File: src/rtl/bound_flasher_gen_if.sv
// Control/config inputs and LED/status outputs of bound_flasher_gen, grouped
// so the sequencer drops in with a single bus port besides clk/reset.
interface bound_flasher_gen_if #(
    parameter int N_LED   = 16,
    parameter int N_PHASE = 6,
    parameter int CW      = $clog2(N_LED + 1),
    parameter int PW      = $clog2(N_PHASE)
) ();
    logic              flick;
    logic              hold;
    logic              loop_en;
    logic              cfg_we;
    logic [PW:0]       cfg_addr;
    logic [CW-1:0]     cfg_wdata;
    logic [N_LED-1:0]  led;
    logic [1:0]        state;
    logic [PW-1:0]     phase;
    logic [CW-1:0]     count;
    logic              done;

    modport master (
        output flick, hold, loop_en, cfg_we, cfg_addr, cfg_wdata,
        input  led, state, phase, count, done
    );

    modport slave (
        input  flick, hold, loop_en, cfg_we, cfg_addr, cfg_wdata,
        output led, state, phase, count, done
    );
endinterface

File: src/rtl/bound_flasher_gen.sv
// Programmable bound flasher: thermometer LED bar sequenced through up/down
// phases with run-time bounds, kick-back on flick, loop mode and hold.
module bound_flasher_gen #(
    parameter int                    N_LED      = 16,
    parameter int                    N_PHASE    = 6,
    parameter int                    CW         = $clog2(N_LED + 1),
    parameter int                    PW         = $clog2(N_PHASE),
    parameter logic [N_PHASE*CW-1:0] BOUND_INIT = {5'd0, 5'd6, 5'd0, 5'd11, 5'd6, 5'd16},
    parameter int                    KICK0_INIT = 0,
    parameter int                    KICK1_INIT = 6
) (
    input logic                clk,
    input logic                reset,
    bound_flasher_gen_if.slave bus
);
    typedef enum logic [1:0] {
        ST_IDLE = 2'b00,
        ST_UP   = 2'b01,
        ST_DOWN = 2'b10
    } state_t;

    localparam logic [PW-1:0] LAST    = PW'(N_PHASE - 1);
    localparam logic [CW-1:0] CNT_MAX = CW'(N_LED);

    state_t          r_state;
    logic [PW-1:0]   r_phase;
    logic [CW-1:0]   r_count;
    logic            r_done;
    logic [CW-1:0]   r_bound [N_PHASE];
    logic [CW-1:0]   r_kick0;
    logic [CW-1:0]   r_kick1;

    logic [CW-1:0]   w_bound;
    logic [CW-1:0]   w_wdata;
    logic            w_step_up;
    logic            w_step_dn;
    logic            w_kick;
    logic [N_LED-1:0] w_led;

    assign w_bound   = r_bound[r_phase];
    assign w_wdata   = (bus.cfg_wdata > CNT_MAX) ? CNT_MAX : bus.cfg_wdata;
    assign w_step_up = (r_state == ST_UP)   && (r_count < w_bound);
    assign w_step_dn = (r_state == ST_DOWN) && (r_count > w_bound);
    assign w_kick    = (r_state == ST_DOWN) && (r_phase != LAST) && bus.flick &&
                       ((r_count == r_kick0) || (r_count == r_kick1));

    // Table writes ignore hold so the bar can be reprogrammed while frozen.
    always_ff @(posedge clk or negedge reset) begin
        if (!reset) begin
            for (int unsigned i = 0; i < N_PHASE; i++)
                r_bound[i] <= BOUND_INIT[i*CW +: CW];
            r_kick0 <= CW'(KICK0_INIT);
            r_kick1 <= CW'(KICK1_INIT);
        end else if (bus.cfg_we) begin
            if (bus.cfg_addr < (PW+1)'(N_PHASE))
                r_bound[bus.cfg_addr[PW-1:0]] <= w_wdata;
            else if (bus.cfg_addr == (PW+1)'(N_PHASE))
                r_kick0 <= w_wdata;
            else if (bus.cfg_addr == (PW+1)'(N_PHASE + 1))
                r_kick1 <= w_wdata;
        end
    end

    always_ff @(posedge clk or negedge reset) begin
        if (!reset) begin
            r_state <= ST_IDLE;
            r_phase <= '0;
            r_count <= '0;
            r_done  <= 1'b0;
        end else if (bus.hold) begin
            r_done <= 1'b0;
        end else begin
            r_done <= 1'b0;
            if (r_state == ST_IDLE) begin
                r_count <= '0;
                if (bus.flick) begin
                    r_state <= ST_UP;
                    r_phase <= '0;
                    r_count <= CW'(1);
                end
            end else if (w_kick) begin
                r_state <= ST_UP;
                r_phase <= r_phase - PW'(1);
                r_count <= r_count + CW'(1);
            end else if (w_step_up) begin
                r_count <= r_count + CW'(1);
            end else if (w_step_dn) begin
                r_count <= r_count - CW'(1);
            end else if (r_phase == LAST) begin
                // Dwell at the final bound: wrap or finish, pulsing done.
                r_done  <= 1'b1;
                r_phase <= '0;
                if (bus.loop_en) begin
                    r_state <= ST_UP;
                end else begin
                    r_state <= ST_IDLE;
                    r_count <= '0;
                end
            end else begin
                r_phase <= r_phase + PW'(1);
                r_state <= r_phase[0] ? ST_UP : ST_DOWN;
            end
        end
    end

    always_comb begin
        w_led = '0;
        for (int unsigned i = 0; i < N_LED; i++)
            w_led[i] = (CW'(i) < r_count);
    end

    assign bus.led   = w_led;
    assign bus.state = r_state;
    assign bus.phase = r_phase;
    assign bus.count = r_count;
    assign bus.done  = r_done;
endmodule

File: src/flat_wrapper.sv
// flat-port wrapper written by rule: the top's interface ports become plain ports
module bound_flasher_gen_flat 
#(
    parameter int                    N_LED      = 16,
    parameter int                    N_PHASE    = 6,
    parameter int                    CW         = $clog2(N_LED + 1),
    parameter int                    PW         = $clog2(N_PHASE),
    parameter logic [N_PHASE*CW-1:0] BOUND_INIT = {5'd0, 5'd6, 5'd0, 5'd11, 5'd6, 5'd16},
    parameter int                    KICK0_INIT = 0,
    parameter int                    KICK1_INIT = 6
)
  (clk, reset, bus_flick, bus_hold, bus_loop_en, bus_cfg_we, bus_cfg_addr, bus_cfg_wdata, bus_led, bus_state, bus_phase, bus_count, bus_done);
  bound_flasher_gen_if #(.N_LED(N_LED), .N_PHASE(N_PHASE), .CW(CW), .PW(PW)) bus_i ();
  input logic clk;
  input logic reset;
  input wire logic [$bits(bus_i.flick)-1:0] bus_flick;
  input wire logic [$bits(bus_i.hold)-1:0] bus_hold;
  input wire logic [$bits(bus_i.loop_en)-1:0] bus_loop_en;
  input wire logic [$bits(bus_i.cfg_we)-1:0] bus_cfg_we;
  input wire logic [$bits(bus_i.cfg_addr)-1:0] bus_cfg_addr;
  input wire logic [$bits(bus_i.cfg_wdata)-1:0] bus_cfg_wdata;
  output wire logic [$bits(bus_i.led)-1:0] bus_led;
  output wire logic [$bits(bus_i.state)-1:0] bus_state;
  output wire logic [$bits(bus_i.phase)-1:0] bus_phase;
  output wire logic [$bits(bus_i.count)-1:0] bus_count;
  output wire logic [$bits(bus_i.done)-1:0] bus_done;
  assign bus_i.flick = bus_flick;
  assign bus_i.hold = bus_hold;
  assign bus_i.loop_en = bus_loop_en;
  assign bus_i.cfg_we = bus_cfg_we;
  assign bus_i.cfg_addr = bus_cfg_addr;
  assign bus_i.cfg_wdata = bus_cfg_wdata;
  assign bus_led = bus_i.led;
  assign bus_state = bus_i.state;
  assign bus_phase = bus_i.phase;
  assign bus_count = bus_i.count;
  assign bus_done = bus_i.done;
  bound_flasher_gen #(.N_LED(N_LED), .N_PHASE(N_PHASE), .CW(CW), .PW(PW), .BOUND_INIT(BOUND_INIT), .KICK0_INIT(KICK0_INIT), .KICK1_INIT(KICK1_INIT)) u_core (.clk(clk), .reset(reset), .bus(bus_i));
endmodule
File: config.mk
export PLATFORM = sky130hd
export DESIGN_NAME = bound_flasher_gen_flat
export DESIGN_NICKNAME = d
export VERILOG_FILES = /design/src/rtl/bound_flasher_gen_if.sv /design/src/rtl/bound_flasher_gen.sv /design/src/flat_wrapper.sv
export SDC_FILE = /design/constraint.sdc
export NUM_CORES = 1
export LEC_CHECK = 0
export CORE_ASPECT_RATIO = 0.9
export CORE_MARGIN = 1.5
export CORE_UTILIZATION = 28
export DETAILED_ROUTE_END_ITERATION = 16
export GPL_TIMING_DRIVEN = 1
export HOLD_SLACK_MARGIN = 0.05
export PLACE_DENSITY = 0.55
export SLEW_MARGIN = 40
export SYNTH_ARGS = -nofsm -noshare
export SYNTH_HDL_FRONTEND = slang
export SYNTH_SLANG_ARGS = --single-unit
File: constraint.sdc
create_clock -name clk -period 3.4 [get_ports clk]
set_clock_uncertainty 0.15 [all_clocks]
set_input_delay 0.68 -clock clk [delete_from_list [all_inputs] [get_ports clk]]
set_output_delay 0.68 -clock clk [all_outputs]
set_load 0.02 [all_outputs]
### Word-level counts from Yosys, hierarchy flattened

Cells that the tools add are included.

* bits in registers: 51
* output and inout bits: 27
* logic and storage cells: 104

* $add $sub $neg: 4
* $lt $le $gt $ge: 23
* equal/unequal tests: 12
* mux-type cells: 34
* bitwise operators: 5
* reduce and logical (&&, ||, !) cells: 14

Operator list (number)
* 2-to-1 mux 5 bit: 10
* < comparator 4 x 5 -> 1 bit (first input constant): 8
* bitwise mux 30 bit: 1
* < comparator 3 x 5 -> 1 bit (first input constant): 4
* 2-to-1 mux 3 bit: 6
* binary-select mux 5 bit (select 3 bit): 1
* demux 5 bit (select 3 bit): 1
* 2-to-1 mux 2 bit: 7
* == test 5 bit: 2
* < comparator 1 x 5 -> 1 bit (first input constant): 2
* < comparator 2 x 5 -> 1 bit (first input constant): 2
* != test 3 bit (second input constant): 3
* == test 4 x 3 -> 1 bit (second input constant): 2
* >= comparator 4 bit (second input constant): 2
* 2-to-1 mux 1 bit: 8
* inverter 3 -> 4 bit: 2
* AND reduction 4 bit: 2
* logical AND 1 bit: 6
* AND reduction 3 bit: 2
* adder 5 x 1 -> 5 bit (second input constant): 1
* > comparator 5 bit: 1
* > comparator 5 bit (second input constant): 1
* < comparator 5 bit: 1
* != test 5 x 1 -> 1 bit (second input constant): 1
* other kinds (14): 16

### Logic depth before layout (Yosys ltp)

Gate-level depths: netlist (run 1).

* depth in word-level cells: 11
* gate-level depth with buffers: 11
* depth with buffers taken out: 10

### Least setup slack after synthesis (run 1)

OpenSTA, ideal clock, no wires.

* kind: register to register
* from: register u_core.r_phase[0], in the netlist u_core.bus.phase[0]
* to: register u_core.r_phase[2], in the netlist u_core.bus.phase[2]
* library setup time: 0.121 ns
* data arrival time: 2.972 ns
* data required time: 3.129 ns
* slack: 0.157 ns
* stages on the path, launching flop included: 12
* cell sequence: dfrtp_1 > buf_2 > mux4_2 > nand2_1 > o31a_1 > ha_1 > nand4_2 > o221ai_2 > mux2i_1 > a311o_2 > o21bai_1 > a22o_1

* word-level cells in the longest chain between the ends: 8
* elaborated cells between the ends (all ways): 23
* those cells by class: add/sub: 2; order compare: 2; eq/ne: 4; mux: 8; bitwise: 1; reduce/logical: 6

RTL lines
* start, declared: line bound_flasher_gen.sv:26 `logic [PW-1:0] r_phase;`
* start signal, assigned: line bound_flasher_gen.sv:83 `r_phase <= r_phase - PW'(1);`
* start signal, assigned: line bound_flasher_gen.sv:100 `r_phase <= r_phase + PW'(1);`
* inverter 3 -> 4 bit (not written as such): line bound_flasher_gen.sv:40 `assign w_bound = r_bound[r_phase];`
* binary-select mux 5 bit (select 3 bit): line bound_flasher_gen.sv:40
* 2-to-1 mux 5 bit (not written as such) (2 in series): line bound_flasher_gen.sv:40
* < comparator 5 bit or > comparator 5 bit (tied branches): line bound_flasher_gen.sv:42, bound_flasher_gen.sv:43
* logical AND 1 bit (on tied branches): line bound_flasher_gen.sv:42, bound_flasher_gen.sv:43
* != test 3 bit (no source line)
* AND reduction 4 bit (no source line)

Several ways; a longest one is shown, not always the timed one. The select of a mux whose other input is x is not followed.
A chain may end at the register's enable or synchronous reset.

### Final worst setup path (run 1)

* from: register u_core.r_phase[0], in the netlist u_core.bus.phase[0]
* to: register u_core.r_count[2], in the netlist u_core.bus.count[2]

* word-level cells in the longest chain between the ends: 10
* elaborated cells between the ends (all ways): 20
* those cells by class: order compare: 2; eq/ne: 3; mux: 7; bitwise: 1; reduce/logical: 7

RTL lines
* inverter 3 -> 4 bit (not written as such): line bound_flasher_gen.sv:40
* binary-select mux 5 bit (select 3 bit): line bound_flasher_gen.sv:40
* 2-to-1 mux 5 bit (not written as such) (2 in series): line bound_flasher_gen.sv:40
* > comparator 5 bit: line bound_flasher_gen.sv:43 `assign w_step_dn = (r_state == ST_DOWN) && (r_count > w_bound);`
* logical AND 1 bit: line bound_flasher_gen.sv:43
* 2-to-1 mux 5 bit: line bound_flasher_gen.sv:87 `end else if (w_step_dn) begin`
* 2-to-1 mux 5 bit: line bound_flasher_gen.sv:85 `end else if (w_step_up) begin`
* 2-to-1 mux 5 bit: line bound_flasher_gen.sv:81 `end else if (w_kick) begin`
* 2-to-1 mux 5 bit: line bound_flasher_gen.sv:74 `if (r_state == ST_IDLE) begin`
* end signal, assigned: line bound_flasher_gen.sv:84 `r_count <= r_count + CW'(1);`
* end signal, assigned: line bound_flasher_gen.sv:86 `r_count <= r_count + CW'(1);`
* end signal, assigned: line bound_flasher_gen.sv:88 `r_count <= r_count - CW'(1);`
* end, declared: line bound_flasher_gen.sv:27 `logic [CW-1:0] r_count;`

Several ways; a longest one is shown, not always the timed one. The select of a mux whose other input is x is not followed.

==> results of run 1 <==
-- sequential cells by signal, indices dropped and copies added (netlist names) --
name              count
u_core.bus.count      5
u_core.bus.done       1
u_core.bus.phase      3
u_core.bus.state      2
u_core.r_bound       30
u_core.r_kick0        5
u_core.r_kick1        5
-- stage by stage --
stage               hold WS (ps)  setup WS, ps  area (um^2)  cells  util (%)
floorplan                    234           157         3160    282         -
global placement             341           285         3740    470      34.3
detailed placement           339           218         3740    470      34.3
CTS                          234           183         3880    478      35.6
global route                 252          74.3         3880    478      35.6
finish                       211           272         3880    478      35.6
-- synth_stat cells, drive strengths merged, types with 3 or more instances --
library cell	instances	area (um^2)
a21oi	8	43.8
nor2	15	56.3
xor2	7	61.3
dfstp	10	263
mux4	5	113
o31a	5	43.8
and3	3	18.8
ha	12	150
clkbuf	6	22.5
a21o	4	30.0
nand3b	3	22.5
mux2i	10	100
a32o	3	31.3
nor3b	3	22.5
mux2	42	473
o21ai	9	45.0
xnor2	3	26.3
inv	10	37.5
nand2b	4	25.0
dfrtp	41	1030
nor2b	7	46.3
buf	8	55.1
nand2	20	75.1
a221o	3	30.0
nor3	4	25.0
a22o	3	27.5
-- critical path: cells and delay by family, from the launching register on --
kind / cells / cell delay (ps)
AOI/OAI and AO/OA: 4 / 1200
DFF: 1 / 480
muxes: 2 / 400
adders and majority gates: 1 / 330
and+or+nand+nor: 2 / 270
buffers and inverters: 1 / 220
-- kinds of logic (layout without fill, tap and decap cells) --
family	count (synthesis)	after routing	synth area share, %
adders and majority gates	12	12	4.76
xor gates and xnor gates	10	10	2.78
DFF	51	51	40.8
muxes	57	57	21.7
buffers and inverters	25	69	4.00
and+or+nand+nor	71	71	12.3
AOI/OAI and AO/OA	56	56	13.6
-- metal layers --
layer | wire length (um) | vias up
li1 | - | 1120
met4 | 65 | 0
met2 | 3480 | 39
met5 | 0 | -
met3 | 309 | 7
met1 | 3620 | 1146
-- how the worst min path moves through the flow --
stage / depth (start not counted) / slack, ps / startpoint / endpoint
6_report: 1 / 210 / reset / u_core.bus.done
4_1_cts: 1 / 230 / reset / u_core.bus.state[0]
2_1_floorplan: 0 / 230 / reset / u_core.bus.count[0]
3_5_place_dp: 1 / 340 / u_core.r_bound[26] / u_core.r_bound[26]
3_3_place_gp: 1 / 340 / u_core.r_bound[27] / u_core.r_bound[27]
5_1_grt: 1 / 250 / reset / u_core.r_bound[4]
-- layout make-up --
class,count,share of cell area (%)
multi-input cells,206,44.8
flip-flops and latches,51,33.2
repair buffers,51,12.4
well taps,152,4.90
clock buffers,6,3.32
inverters,10,0.966
clock inverters,2,0.419
-- where the power goes --
part | internal, mW | total (mW) | switching, mW
Sequential | 0.759 | 0.895 | 0.135
Combinational | 0.866 | 1.87 | 1.00
Clock | 0.276 | 0.505 | 0.229
Total | 1.90 | 3.27 | 1.37
-- repair_timing --
action,CTS,global route
gates resized for setup,0,1
endpoints found under the hold margin,0,0
endpoints found under the setup margin,0,3
==> key figures, run 1 <==
Status
  • Status: completed

Timing
  • Crit share post-route: 92.0%
  • Endpoints failing hold: 0
  • RSZ-0062 raised after global routing: false
  • Fmax: 320 MHz
  • TNS Setup: 0 ps
  • Setup violations, final: 0
  • Fin. max-slew vios: 0
  • Worst-Margin Slew: 675 ps
  • Fin crit period: 3130 ps
  • Relative slew slack: 54.9%

Detailed routing
  • Via density: 4.84
  • Via count: 2,312
  • DR iter-0 viols: 120
  • DR DRC count: 0
  • WL/cell: 15.6 um
  • Post-route ant nets: 0
  • DRT Pass-1 Iters: 4
  • DRT Wirelength: 7.48 mm

Setup path
  • CP Data Arrival Time: 3210 ps
  • CP required: 3480 ps
  • Crit path launch: u_core.bus.phase[0]
  • Slack of the worst reg-to-reg path: 270 ps
  • Startpoint types: flip-flop
  • CP Capture Type: flip-flop
  • Worst path most repeated cell: mux2i_1
  • Worst r2r path cells: 10
  • R2R Path Start: u_core.bus.phase[0]
  • Max incr delay on CP: 480 ps
  • Crit-path cells: buf_4, mux2i_1, o31a_1, ha_1, nand4_2, o221ai_2, mux2i_1, nor2_1, a211oi_1, a32o_1
  • Crit Reg-Reg Endpoint: u_core.bus.count[2]
  • Critical-path top delay cell: dfrtp_2
  • Crit Path Category: flip-flop to flip-flop
  • Crit path max fanout: 11
  • Worst setup endpoint: u_core.bus.count[2]

Clock tree
  • Postcts setup bufs: 0
  • Clock Path Buffers: 2
  • CTS tree: yes
  • CTS Root Cell: clkbuf_16
  • CTS clk-pin slew, worst paths: 70 ps
  • Htree depth: 2
  • Hold-fix buffers, CTS: 0
  • Cts bufs inserted: 5
  • Clk sinks: 51
  • Clk Latency, worst-skew pair: 290 ps

Yosys
  • Top FF cell, synth: dfrtp_1
  • Synthesized area: ~3200 um^2
  • Net count after synthesis: 309
  • Syn avg cell area: 11.2 um^2
  • Post-synth ARST share: 100%
  • Synth Instances: 282
  • Synth Register Bits: 51
  • Post-synth EDFFs: 0
  • Distinct cells, synth: 61
  • Sequential area share after synthesis: 40.8%
  • Synth Warn #: 0

Min path
  • Tightest Hold Check Type: input port to asynchronous set/reset pin

Finish
  • Commonest non-fill, non-tap cells in the layout: mux2_2, clkdlybuf4s50_1, dfrtp_1
  • Nets: 352
  • Most common cell after layout, fill and taps aside: mux2_2
  • N_diodes: 0
  • Share of layout cells above drive strength 1: 27.9%
  • Filler instances: ~1,100
  • Multi-input logic area: roughly 1700 um^2
  • Seq. cell area: around 1300 um^2
  • Area Overhead vs Synth: 23.1%

Power and ir drop
  • Pwr dens: 842 nW/um^2
  • Static leakage: ~1.7 nW
  • VDD IR max: around 0.27 mV
  • Total power: 3.27 mW

Global route
  • GR Overflow Total: 0
  • Met2 GRT Util: roughly a fifth
  • Initial antenna violation count: 0
  • Total GRT Usage: 13.2%
  • Largest net degree at the start of global routing: 31
  • Vias in the first global route: 2,319
  • Global-route track usage on met3: between 2 and 3%
  • Met1 Use GR: 19.2%
  • Most used routing layer: met2
  • First-pass GRT wire length: 12.5 mm

Job
  • Maxcap violations: 0

Die
  • Top Ports: between 40 and 50
  • Die ar.: about 12,000 um^2
  • DIE WIDTH: around 110 um
  • Initial Utilization: between 20% and 30%
  • CORE AREA: 10,900 um^2
  • Die Y: approximately 100 um
  • FP Rows: 36

Placement
  • Routability Congestion: 0.804
  • Post-DP HPWL: between 5 and 6 mm
  • I/O Buffers: just over 40
Note: power is estimated with default switching activity, not from simulation.
==> inputs of run 2 (changes only) <==
--- a/config.mk
+++ b/config.mk
@@ -10,7 +10,6 @@
 export CORE_UTILIZATION = 28
 export DETAILED_ROUTE_END_ITERATION = 16
 export GPL_TIMING_DRIVEN = 1
-export HOLD_SLACK_MARGIN = 0.05
 export PLACE_DENSITY = 0.55
 export SLEW_MARGIN = 40
 export SYNTH_ARGS = -nofsm -noshare
==> results of run 2 <==
Same layout as run 1: the final DEF is identical, and so are final timing and power.
